`src/rtl/seq_multiplier.sv`:
```
// seq_multiplier: iterative 32x32 radix-2 shift-add multiplier for RV32M
// (MUL, MULH, MULHSU, MULHU), using the ALU's level start/busy handshake.
// Operand magnitudes are multiplied, then one cycle applies the sign.
//
// Ports:
//   clock  - system clock, rising-edge active
//   reset  - synchronous active-high reset, aborts any operation
//   start  - level request, held by the ALU while a multiply op is selected
//   op     - 0=MUL (low word), 1=MULH (s x s), 2=MULHSU (s x u), 3=MULHU (u x u)
//   a, b   - multiplicand / multiplier
//   result - selected 32 bits of the product, held until next accept/reset
//   busy   - combinational stall: high while a result is pending
//   done   - one-cycle pulse when result becomes valid
//
// Optional feature macro: SEQ_MULTIPLIER_EARLY_EXIT_EN
//   When defined, a CALC cycle that finds the multiplier register already
//   zero goes straight to FIX, shortening latency for small |b|.
module seq_multiplier #(
  parameter int XLEN = 32
) (
  input  logic            clock,
  input  logic            reset,
  input  logic            start,
  input  logic [1:0]      op,
  input  logic [XLEN-1:0] a,
  input  logic [XLEN-1:0] b,
  output logic [XLEN-1:0] result,
  output logic            busy,
  output logic            done
);

  localparam int CW = $clog2(XLEN);
  localparam logic [CW-1:0] LAST = CW'(XLEN - 1);

  typedef enum logic [1:0] {IDLE, CALC, FIX, HOLD} state_t;

  state_t              state, state_nxt;
  logic [XLEN-1:0]     a_lat, b_lat;
  logic [1:0]          op_lat;
  logic                neg;
  logic [2*XLEN-1:0]   mcand, prod;
  logic [XLEN-1:0]     mplier;
  logic [CW-1:0]       cnt;

  logic changed, accept, skip, calc_end, sign_a, sign_b;

  // Unsigned magnitude; 0x80000000 maps to itself, which is correct unsigned.
  function automatic logic [XLEN-1:0] magnitude(input logic [XLEN-1:0] x,
                                                 input logic neg_in);
    return neg_in ? -x : x;
  endfunction

  function automatic logic [2*XLEN-1:0] sign_fix(input logic [2*XLEN-1:0] p,
                                                 input logic neg_in);
    return neg_in ? -p : p;
  endfunction

  function automatic logic [XLEN-1:0] select_word(input logic [2*XLEN-1:0] p,
                                                  input logic [1:0] o);
    return (o == 2'd0) ? p[XLEN-1:0] : p[2*XLEN-1:XLEN];
  endfunction

  always_comb begin
    sign_a   = a[XLEN-1] & ((op == 2'd1) | (op == 2'd2));
    sign_b   = b[XLEN-1] & (op == 2'd1);
    changed  = (a != a_lat) || (b != b_lat) || (op != op_lat);
    accept   = start && ((state == IDLE) || ((state == HOLD) && changed));
`ifdef SEQ_MULTIPLIER_EARLY_EXIT_EN
    skip     = (mplier == '0);
`else
    skip     = 1'b0;
`endif
    calc_end = skip || (cnt == LAST);

    busy      = 1'b0;
    state_nxt = state;
    case (state)
      IDLE: begin
        busy = start;
        if (start) state_nxt = CALC;
      end
      CALC: begin
        busy = 1'b1;
        if (calc_end) state_nxt = FIX;
      end
      FIX: begin
        busy      = 1'b1;
        state_nxt = HOLD;
      end
      HOLD: begin
        // An unchanged held request is already answered; only a new one stalls.
        busy = start && changed;
        if (!start)       state_nxt = IDLE;
        else if (changed) state_nxt = CALC;
      end
      default: state_nxt = IDLE;
    endcase
  end

  always_ff @(posedge clock) begin
    if (reset) begin
      state  <= IDLE;
      result <= '0;
      done   <= 1'b0;
      a_lat  <= '0;
      b_lat  <= '0;
      op_lat <= '0;
      neg    <= 1'b0;
      mcand  <= '0;
      mplier <= '0;
      prod   <= '0;
      cnt    <= '0;
    end else begin
      state <= state_nxt;
      done  <= 1'b0;
      if (accept) begin
        a_lat  <= a;
        b_lat  <= b;
        op_lat <= op;
        neg    <= sign_a ^ sign_b;
        mcand  <= {{XLEN{1'b0}}, magnitude(a, sign_a)};
        mplier <= magnitude(b, sign_b);
        prod   <= '0;
        cnt    <= '0;
      end else if ((state == CALC) && !skip) begin
        if (mplier[0]) prod <= prod + mcand;
        mcand  <= mcand << 1;
        mplier <= mplier >> 1;
        cnt    <= cnt + CW'(1);
      end else if (state == FIX) begin
        result <= select_word(sign_fix(prod, neg), op_lat);
        done   <= 1'b1;
      end
    end
  end

endmodule

```
`config.mk`:
```
export PLATFORM = sky130hd
export DESIGN_NAME = seq_multiplier
export DESIGN_NICKNAME = d
export VERILOG_FILES = /design/src/rtl/seq_multiplier.sv
export SDC_FILE = /design/constraint.sdc
export NUM_CORES = 1
export LEC_CHECK = 0
export ABC_AREA = 0
export BUFFER_PORTS_ARGS = -buffer_cell sky130_fd_sc_hd__clkbuf_2
export CORE_ASPECT_RATIO = 1.25
export CORE_MARGIN = 4
export CORE_UTILIZATION = 45
export CTS_CLUSTER_SIZE = 14
export DETAILED_ROUTE_END_ITERATION = 8
export PLACE_DENSITY = 0.67
export SLEW_MARGIN = 15
export SYNTH_ARGS = -nofsm -noshare
export SYNTH_HDL_FRONTEND = slang
export SYNTH_SLANG_ARGS = --single-unit
```
`constraint.sdc`:
```
create_clock -name clock -period 4.58 [get_ports clock]
set_input_delay 0.687 -clock clock [delete_from_list [all_inputs] [get_ports clock]]
set_output_delay 0.687 -clock clock [all_outputs]
set_load 0.01 [all_outputs]
```
==> results.json <==
{
  "synthArstFlopShare": 0,
  "hold_buffers": 0,
  "clockBufferDepth": 3,
  "fin_tns_setup_ns": 0,
  "wirelength_mm": 54.5,
  "reg2reg_depth": 12,
  "fin_nets": 2466,
  "grt_pass1_wl_mm": 86.7,
  "syn_inst": 2315,
  "synth_compound_area_frac": 0.217,
  "synth.area.mux_share": 0.0596,
  "crit_path_start_kind": "flop",
  "drv_slew": 0,
  "synthFlopType": "dfxtp_1",
  "yosysSeqAreaShare": 0.304,
  "post_cts_buffers": 0,
  "rows": 80,
  "worstPathArrival_ns": 4.27,
  "min_path_type": "in -> reg",
  "clock_latency_ns": 0.59,
  "synth_top_family_by_area": "simple AND/OR/NAND/NOR gates",
  "synth_area_per_cell_um2": 7.60,
  "cts-root-buf": "clkbuf_16",
  "core_um2": 38400,
  "worstHoldStart": "b[31]",
  "firstDrtPassIters": 5,
  "grt_max_degree": 94,
  "drive_gt1_frac": 0.0954,
  "hold_violations": 0,
  "dieArea_um2": 42300,
  "leakagePower_nw": 7.94,
  "drv_cap": 0,
  "wl_per_cell_um": 19.2,
  "place.port_buffers": 102,
  "tightestPinTransition_ns": 1.11,
  "synthToLayoutAreaGrowth_pct": 10.6,
  "path_max_fanout": 7,
  "die_w_um": 185,
  "synth_fp_nets": 2459,
  "vias_per_cell": 5.88,
  "total_power_mw": 8.72,
  "rsz0062_at_grt": "false",
  "ys_seq_elements": 267,
  "first_global_vias": 16300,
  "path_class": "reg -> reg",
  "r2r_slack_ns": 0.76,
  "ys_warn_count": 0,
  "fin_crit_sh": 0.835,
  "cp.required_ns": 5.03,
  "clk_pin_slew_ns": 0.07,
  "whs_path_depth": 3,
  "post-route-drc-count": 0,
  "antenna_left": 0,
  "cts_made_buffers": 31,
  "htree_levels": 1,
  "fmax_mhz": 262,
  "syn-cell-area_um2": 17600,
  "setup_viol_count_final": 0,
  "ctsResizeCount": 0,
  "grtUsageTotal": 0.250,
  "hold_end": "b_lat[31]",
  "fillers": 3811,
  "slew_headroom": 0.257,
  "overflow": 0,
  "cts_tree": "built",
  "timing.rr.end": "result[22]",
  "dr_total_vias": 16700,
  "cts_sinks": 267,
  "ir_drop_uv": 296,
  "synth_simple_gate_area_share": 0.226,
  "fin_crit_ns": 3.82,
  "timing.rr.start": "prod[1]",
  "start_util": 0.458,
  "die_y_um": 229,
  "gp_congestion": 0.956,
  "p_per_area_nw_per_um2": 448,
  "io_pins": 103,
  "grt_antenna_before_repair": 1,
  "synthAdderAreaFrac": 0.0538,
  "synth_edf_count": 0,
  "status": "completed",
  "drtIter0Drc": 1135,
  "ys_types": 71,
  "critPathCaptureType": "flop",
  "synth_xor_area_frac": 0.0991,
  "hpwl_mm": 40.8,
  "skew_ns": 0.0202
}
==> area by class of cell <==
| type | instances | area (um^2) | area share |
|---|---|---|---|
| clock inverter | 21 | 211 | 0.0109 |
| inverter | 30 | 113 | 0.00579 |
| sequential | 267 | 5350 | 0.275 |
| clock buffer | 37 | 828 | 0.0426 |
| timing repair buffer | 133 | 758 | 0.0390 |
| tap | 492 | 616 | 0.0316 |
| antenna | 1 | 2.50 | 0.000129 |
| multi-input combinational | 1859 | 11600 | 0.595 |
==> cells in the final DEF, fill, tap and decap left out, types with 10 or more instances in the layout <==
cell,netlist,layout
ha_1,74,73
clkbuf_2,0,101
mux2i_1,98,98
dfxtp_1,267,266
nor3_1,39,39
nand2_1,369,368
a31oi_1,15,15
o22ai_1,12,12
nand2b_1,11,10
nor2_1,222,221
xor2_1,135,135
o41ai_1,10,10
inv_1,30,30
o31ai_1,26,26
o21ai_0,76,76
clkbuf_16,0,31
nand4_1,27,27
xnor2_1,64,64
o211ai_1,17,17
o21bai_1,14,14
buf_4,0,31
nand3_1,53,53
or3_1,17,17
nor4_1,46,46
a21o_1,29,28
or4_1,13,13
and3_1,21,21
a211oi_1,79,79
a21oi_1,261,260
nor2b_1,13,13
and2_1,13,12
==> logic make-up after synthesis <==
| logic type | Yosys count |
|---|---|
| compound gates | 607 |
| xor+xnor | 199 |
| fa+ha+maj | 75 |
| buf+inv | 189 |
| flops | 267 |
| mux | 102 |
| simple gates | 876 |
==> state kept, by name, summed over array words and instances (netlist names) <==
name / cells
cnt: 5
op_lat: 2
done: 1
neg: 1
b_lat: 32
a_lat: 32
mcand: 64
state: 2
result: 32
mplier: 32
prod: 64
==> worst max-delay path, stage by stage (launching register included) <==
cell,delay [ns]
dfxtp_1,0.38
inv_1,0.11
ha_1,0.21
nor3b_1,0.43
nand3_1,0.28
or2_2,0.41
or4_4,0.54
o31ai_1,0.58
and2_1,0.24
xor2_1,0.19
o211ai_1,0.14
o21ai_0,0.12
nor2_1,0.06
==> cells in the mapped netlist, types with 15 or more instances <==
cell type | instances | area share
o21ai_0 | 76 | 0.022
a21o_1 | 29 | 0.012
dfxtp_1 | 267 | 0.30
xnor2_1 | 64 | 0.032
nand2_1 | 369 | 0.079
nand3_1 | 53 | 0.015
nor2_1 | 222 | 0.047
nor3_1 | 39 | 0.011
a21oi_1 | 261 | 0.074
inv_1 | 30 | 0.0064
clkbuf_1 | 144 | 0.031
a31oi_1 | 15 | 0.0053
or3_1 | 17 | 0.0060
o31ai_1 | 26 | 0.011
and3_1 | 21 | 0.0075
xor2_1 | 135 | 0.067
buf_1 | 15 | 0.0032
nor4_1 | 46 | 0.016
mux2i_1 | 98 | 0.056
a211oi_1 | 79 | 0.034
ha_1 | 74 | 0.053
nand4_1 | 27 | 0.0096
o211ai_1 | 17 | 0.0073
==> per-stage QoR <==
| stage | hold WS (ns) | instance area, um^2 | worst slack [ns] | instances | util |
|---|---|---|---|---|---|
| after CTS | 0.352 | 19500 | 0.811 | 2839 | 0.506 |
| final | 0.369 | 19500 | 0.757 | 2840 | 0.506 |
| after global placement | 0.443 | 18400 | 0.872 | 2781 | 0.479 |
| after floorplan | 0.448 | 17600 | 1.32 | 2315 | - |
| after detailed placement | 0.452 | 18400 | 0.828 | 2781 | 0.479 |
| after global routing | 0.373 | 19500 | 0.542 | 2840 | 0.506 |
==> metal layers <==
metal / wire length [um] / GRT usage / share of wire
met1: 21100 / 0.286 / 0.39
met2: 27000 / 0.436 / 0.50
met3: 2700 / 0.0362 / 0.050
met4: 3620 / 0.148 / 0.066
met5: 0 / 0 / 0
==> worst max-delay path by stage <==
stage,startpoint,endpoint,slack (ns),depth (start not counted)
after floorplan,a[6],mcand[30],1.32,10
after global placement,a[0],prod[52],0.87,13
after detailed placement,prod[1],result[22],0.83,12
after CTS,prod[1],result[22],0.81,12
after global routing,prod[1],result[22],0.54,12
final,prod[1],result[22],0.76,12
==> power by group <==
group	total, mW	internal [mW]	switching [mW]
Clock	2.52	1.47	1.06
Combinational	3.19	1.16	2.03
Sequential	3.01	2.69	0.316
(Power assumes the default switching activity.)
